===== config.mk =====
export PLATFORM = sky130hd
export DESIGN_NAME = vram_pixel_writer
export DESIGN_NICKNAME = d
export VERILOG_FILES = /design/src/rtl/vram_pixel_writer.sv
export SDC_FILE = /design/constraint.sdc
export NUM_CORES = 1
export LEC_CHECK = 0
export CAP_MARGIN = 15
export CORE_MARGIN = 2
export CORE_UTILIZATION = 50
export DETAILED_ROUTE_END_ITERATION = 12
export PLACE_DENSITY = 0.73
export SYNTH_ARGS = -nofsm -noshare
export SYNTH_HDL_FRONTEND = slang
export SYNTH_SLANG_ARGS = --single-unit

===== constraint.sdc =====
create_clock -name clk -period 5.2 [get_ports clk]
set_input_delay 0.78 -clock clk [delete_from_list [all_inputs] [get_ports clk]]
set_output_delay 0.78 -clock clk [all_outputs]
set_load 0.01 [all_outputs]

===== src/rtl/vram_pixel_writer.sv =====
// vram_pixel_writer: buffers pixel write requests and streams them to VRAM one
// write per cycle; a clear engine fills the whole framebuffer with CLEAR_COLOR
// after draining any requests already accepted.
//
// Optional feature macro: PIXEL_BOUNDS_CHECK_EN -- out-of-range requests are
// accepted but discarded and counted in drop_count (saturating). Without it,
// every accepted request is written at its 18-bit truncated address.
//
// Ports:
//   clk, reset            clock, asynchronous active-high reset
//   req_valid/req_ready   pixel request handshake (req_ready combinational)
//   req_x, req_y          pixel column (10b) / row (9b)
//   req_color             pixel value RRRGGGBB
//   clear_start           one-cycle pulse requesting a framebuffer fill
//   clear_busy            high while draining before / during the fill
//   vram_we/addr/wdata    registered VRAM write port
//   drop_count            out-of-range request count (0 without bounds check)

package vram_pixel_writer_pkg;
   localparam int unsigned ADDR_W  = 18;
   localparam int unsigned COLOR_W = 8;

   typedef struct packed {
      logic [ADDR_W-1:0]  addr;
      logic [COLOR_W-1:0] color;
   } pix_req_t;
endpackage

module vram_pixel_writer
   import vram_pixel_writer_pkg::*;
#(
   parameter int unsigned H_RES       = 512,
   parameter int unsigned V_RES       = 480,
   parameter int unsigned FIFO_DEPTH  = 4,
   parameter logic [7:0]  CLEAR_COLOR = 8'h00
) (
   input  logic         clk,
   input  logic         reset,
   input  logic         req_valid,
   output logic         req_ready,
   input  logic [9:0]   req_x,
   input  logic [8:0]   req_y,
   input  logic [7:0]   req_color,
   input  logic         clear_start,
   output logic         clear_busy,
   output logic         vram_we,
   output logic [17:0]  vram_addr,
   output logic [7:0]   vram_wdata,
   output logic [15:0]  drop_count
);

   localparam int unsigned PTR_W     = $clog2(FIFO_DEPTH);
   localparam int unsigned LVL_W     = PTR_W + 1;
   localparam int unsigned PIX_TOTAL = H_RES * V_RES;
   localparam logic [ADDR_W-1:0] LAST_ADDR = ADDR_W'(PIX_TOTAL - 1);

   typedef enum logic [1:0] {IDLE, DRAIN, CLEAR} state_e;

   state_e              state_q, state_d;
   logic [ADDR_W-1:0]   clr_q, clr_d;
   logic                we_q, we_d;
   logic [ADDR_W-1:0]   addr_q, addr_d;
   logic [COLOR_W-1:0]  wdata_q, wdata_d;
   logic                busy_q, busy_d;

   pix_req_t            mem_q [FIFO_DEPTH];
   logic [PTR_W-1:0]    wptr_q, rptr_q;
   logic [LVL_W-1:0]    level_q;
   logic                fifo_empty, fifo_full;
   logic                accept, push, pop;
   pix_req_t            push_data;
   pix_req_t            pop_data;

   assign fifo_empty = (level_q == '0);
   assign fifo_full  = (level_q == LVL_W'(FIFO_DEPTH));
   assign req_ready  = (state_q == IDLE) && !fifo_full;
   assign accept     = req_valid && req_ready;
   // FIFO is always empty in CLEAR; the guard keeps pops out of the fill stream.
   assign pop        = !fifo_empty && (state_q != CLEAR);
   assign pop_data   = mem_q[rptr_q];

   // Address math done modulo 2^18, which is the required truncation.
   assign push_data.addr  = ADDR_W'(req_y) * ADDR_W'(H_RES) + ADDR_W'(req_x);
   assign push_data.color = req_color;

`ifdef PIXEL_BOUNDS_CHECK_EN
   logic        in_range;
   logic [15:0] drop_q;

   assign in_range   = (32'(req_x) < H_RES) && (32'(req_y) < V_RES);
   assign push       = accept && in_range;
   assign drop_count = drop_q;

   // Saturating count of accepted-but-discarded requests.
   always_ff @(posedge clk or posedge reset) begin
      if (reset) begin
         drop_q <= '0;
      end else if (accept && !in_range && (drop_q != 16'hFFFF)) begin
         drop_q <= drop_q + 16'd1;
      end
   end
`else
   assign push       = accept;
   assign drop_count = '0;
`endif

   // FIFO pointers and level.
   always_ff @(posedge clk or posedge reset) begin
      if (reset) begin
         wptr_q  <= '0;
         rptr_q  <= '0;
         level_q <= '0;
      end else begin
         if (push) wptr_q <= wptr_q + PTR_W'(1);
         if (pop)  rptr_q <= rptr_q + PTR_W'(1);
         case ({push, pop})
            2'b10:   level_q <= level_q + LVL_W'(1);
            2'b01:   level_q <= level_q - LVL_W'(1);
            default: level_q <= level_q;
         endcase
      end
   end

   // FIFO storage; contents are don't-care while the level says empty.
   always_ff @(posedge clk) begin
      if (push) mem_q[wptr_q] <= push_data;
   end

   // State and output registers.
   always_ff @(posedge clk or posedge reset) begin
      if (reset) begin
         state_q <= IDLE;
         clr_q   <= '0;
         we_q    <= 1'b0;
         addr_q  <= '0;
         wdata_q <= '0;
         busy_q  <= 1'b0;
      end else begin
         state_q <= state_d;
         clr_q   <= clr_d;
         we_q    <= we_d;
         addr_q  <= addr_d;
         wdata_q <= wdata_d;
         busy_q  <= busy_d;
      end
   end

   // Next-state and write-port selection.
   always_comb begin
      state_d = state_q;
      clr_d   = clr_q;
      we_d    = 1'b0;
      addr_d  = addr_q;
      wdata_d = wdata_q;
      busy_d  = 1'b0;

      case (state_q)
         IDLE: begin
            if (clear_start) state_d = DRAIN;
         end
         DRAIN: begin
            // Empty FIFO means no pop this cycle; the last drained write is
            // already in the output register.
            if (fifo_empty) state_d = CLEAR;
         end
         CLEAR: begin
            we_d    = 1'b1;
            addr_d  = clr_q;
            wdata_d = CLEAR_COLOR;
            if (clr_q == LAST_ADDR) begin
               clr_d   = '0;
               state_d = IDLE;
            end else begin
               clr_d = clr_q + ADDR_W'(1);
            end
         end
         default: state_d = IDLE;
      endcase

      if (pop) begin
         we_d    = 1'b1;
         addr_d  = pop_data.addr;
         wdata_d = pop_data.color;
      end

      // Stays high through the cycle that shows the final fill write.
      busy_d = (state_d != IDLE) || (state_q == CLEAR);
   end

   assign vram_we    = we_q;
   assign vram_addr  = addr_q;
   assign vram_wdata = wdata_q;
   assign clear_busy = busy_q;

endmodule


==> reports/metrics.cfg <==
[outcome]
status=finished, final reports clean

[timing]
rsz0062_at_grt=false
slew_violations=0
setup_viol_count_final=0
slew_headroom_pct=35.7
worst_slew_pin_slew_ns=0.964
hold_violations=0
max_freq_mhz=336
period_share_pct=57.2
min_period_ns=2.97
finClkSkew_ns=0.00868
fin_hold_ws_ns=0.502
fin_setup_tns_ns=0

[power]
cellPowerDensity_mw_per_mm2=533
clkPwrFrac_pct=27.6
internal_power_mw=2.95
ir_drop_uv=301
swShare_pct=29.8
p_sw_mw=1.25
p_seq_share_pct=43.1
p_leak_nw=2.93
p_comb_share_pct=29.3

[final_layout]
final_core_util_pct=61.7
diodes=0
nets=548
area_growth_pct=19.3
drive_gt1_share_pct=14.0

[synthesis]
avgSynthCellArea_sq_um=14.8
synthDistinctLibCells=46
ys_ff_latch=159
async_flop_share_pct=34.6
syn-cell-area_sq_mm=0.00661
yosysSeqAreaShare_pct=68.1
yosysWarningCount=0
synth-edff-count=104
synth-main-ff-cell=edfxtp_1
synth_cells=445

[cts]
cts_resized=0
tritoncts=yes
cts_buffers=17
clk_latency_ns=0.42
cts-root-buf=clkbuf_16
htree_levels=4
clkTransAtPathRegs_ns=0.06
cts_sinks=159
postCtsSetupRepairBufs=0
clockBufferDepth=2
ctsHoldBuffers=0

[die]
rows=41
die_area_sq_mm=0.0141
die_h_um=119
die_w_um=119
io_pins=76
core_area_sq_mm=0.0128
initial_core_util_pct=51.7

[critical_path]
crit_path_end_kind=primary output
r2r_slack_ns=2.84
cp_data_arrival_time_ns=2.19
startpoint_type=flop
critPathKind=reg2out
critical-path-slowest-cell=clkdlybuf4s50_1
path_delay_family=buffers and inverters
critPathBufInv=2
rr_worst_depth=9
slowest_delay_ns=0.67
crit_fanout=6
r2r_start=level_q[1]
required_ns=4.42
r2r-end=level_q[2]
crit_chain=inv_1 > a311oi_1 > clkdlybuf4s50_1

[flow_run]
maxCapViolCount=0

[global_route]
grt_pass1_wl_mm=20.2
gr-usage-met2_pct=32.8
grt_max_degree=56
grt-ovfl-total=0
grt_usage_pct=18.9
busiest_layer=met2
met1_usage_pct=22.8
met3_usage_pct=5.36
antenna_found_initial=0
grt_pass1_vias=3988

[worst_hold_path]
holdPathEnd=clr_q[10]
hp-start=clr_q[10]
hold-path-cell-count=1
hp-class=reg2reg

[detailed_routing]
drtIter0Drc=272
via_count=3792
viasPerCell=5.47
drt-total-wl_mm=12.4
drcViolationCount=0
ant_nets=0
drt_first_pass_iters=4
wl_per_cell_um=17.9

[placed_design]
place_congestion=0.808
place_hpwl_mm=7.88
portBuffers=59

==> flip-flops by register name, summed over array words and instances, names as in the netlist <==
name	flops
clr_q	18
vram_wdata	8
vram_we	1
vram_addr	18
state_q	2
rptr_q	2
mem_q	104
wptr_q	2
level_q	3
clear_busy	1
==> cell type report <==
cell class / count / area [sq um]
sequential: 159 / 4500
clock buffer: 20 / 437
inverter: 9 / 33.8
tap: 172 / 215
clock inverter: 12 / 119
fill: 963 / 4890
timing repair buffer: 67 / 651
multi-input combinational: 254 / 1920
==> per-stage QoR <==
step                      total power, mW  area [sq um]  setup slack [ns]  cells
final                                4.20          7880              2.23    693
after global routing                 4.44          7880              2.11    693
after CTS                            4.26          7880              2.21    693
after detailed placement             3.09          7320              2.64    661
after global placement               3.05          7320              2.73    661
after floorplan                      2.59          6660              2.92    460
==> how the worst max path moves through the flow <==
stage	end	startpoint	slack, ns	depth (start not counted)
5_1_grt	req_ready	level_q[1]	2.11	3
6_report	req_ready	level_q[1]	2.23	3
4_1_cts	req_ready	level_q[1]	2.21	3
3_5_place_dp	level_q[2]	req_valid	2.64	8
3_3_place_gp	level_q[2]	req_valid	2.73	8
2_1_floorplan	mem_q[0][0]	state_q[1]	2.92	3
==> cells in the mapped netlist (5+ instances only) <==
| master | instances | area [sq um] |
|---|---|---|
| a21oi_1 | 45 | 225 |
| mux4_2 | 26 | 586 |
| buf_4 | 17 | 128 |
| nand4_1 | 9 | 56.3 |
| buf_2 | 5 | 25.0 |
| edfxtp_1 | 104 | 3120 |
| dfrtp_1 | 55 | 1380 |
| xnor2_1 | 17 | 149 |
| nor2_1 | 31 | 116 |
| and3_1 | 6 | 37.5 |
| inv_1 | 9 | 33.8 |
| xor2_1 | 8 | 70.1 |
| clkbuf_1 | 14 | 52.6 |
| nand2_1 | 44 | 165 |
| ha_1 | 8 | 100 |
==> worst reg2reg max path: stages, from the launching register on <==
cell      delay [ns]
dfrtp_1         0.38
inv_1           0.10
a311oi_1        0.63
nand2_1         0.25
ha_1            0.29
inv_1           0.08
fa_1            0.18
xor2_1          0.15
nor2_1          0.06
xor2_1          0.14
==> kinds of logic (layout without fill, tap and decap cells) <==
family	Yosys count	count (layout)	share of synthesized area [%]
and+or+nand+nor	117	117	8.54
AOI/OAI and AO/OA	57	57	4.89
xor gates and xnor gates	25	25	3.32
adders and majority gates	9	9	1.82
DFF	159	159	68.1
other	1	16	0.0568
buffers and inverters	47	108	3.73
muxes	30	30	9.53
==> cell usage in the layout, fill, tap and decap left out, drive strengths merged, types with 5 or more instances in the layout <==
| master | synthesis | routed |
|---|---|---|
| a21oi | 45 | 45 |
| dfrtp | 55 | 55 |
| nand4 | 9 | 9 |
| xor2 | 8 | 8 |
| clkbuf | 14 | 20 |
| xnor2 | 17 | 17 |
| nand3 | 5 | 5 |
| conb | 1 | 16 |
| clkdlybuf4s50 | 0 | 59 |
| clkinv | 0 | 7 |
| and3 | 6 | 6 |
| nand2 | 44 | 44 |
| ha | 8 | 8 |
| nor2 | 31 | 31 |
| buf | 24 | 8 |
| inv | 9 | 10 |
| mux4 | 26 | 26 |
| edfxtp | 104 | 104 |
==> per-layer routing <==
layer  vias up  part of all wire [%]
li1       1739                     -
met1      1926                    40
met2       112                    53
met3        15                   5.8
met4         0                   1.1
met5         -                     0
==> power groups by stage <==
stage	combinational, mW	clock (mW)	sequential [mW]
after global routing	1.35	1.24	1.85
after floorplan	0.810	0	1.78
final	1.23	1.16	1.81
after detailed placement	1.24	0	1.84
after CTS	1.25	1.19	1.82
after global placement	1.22	0	1.83
Power figures use the tool's default switching activity.
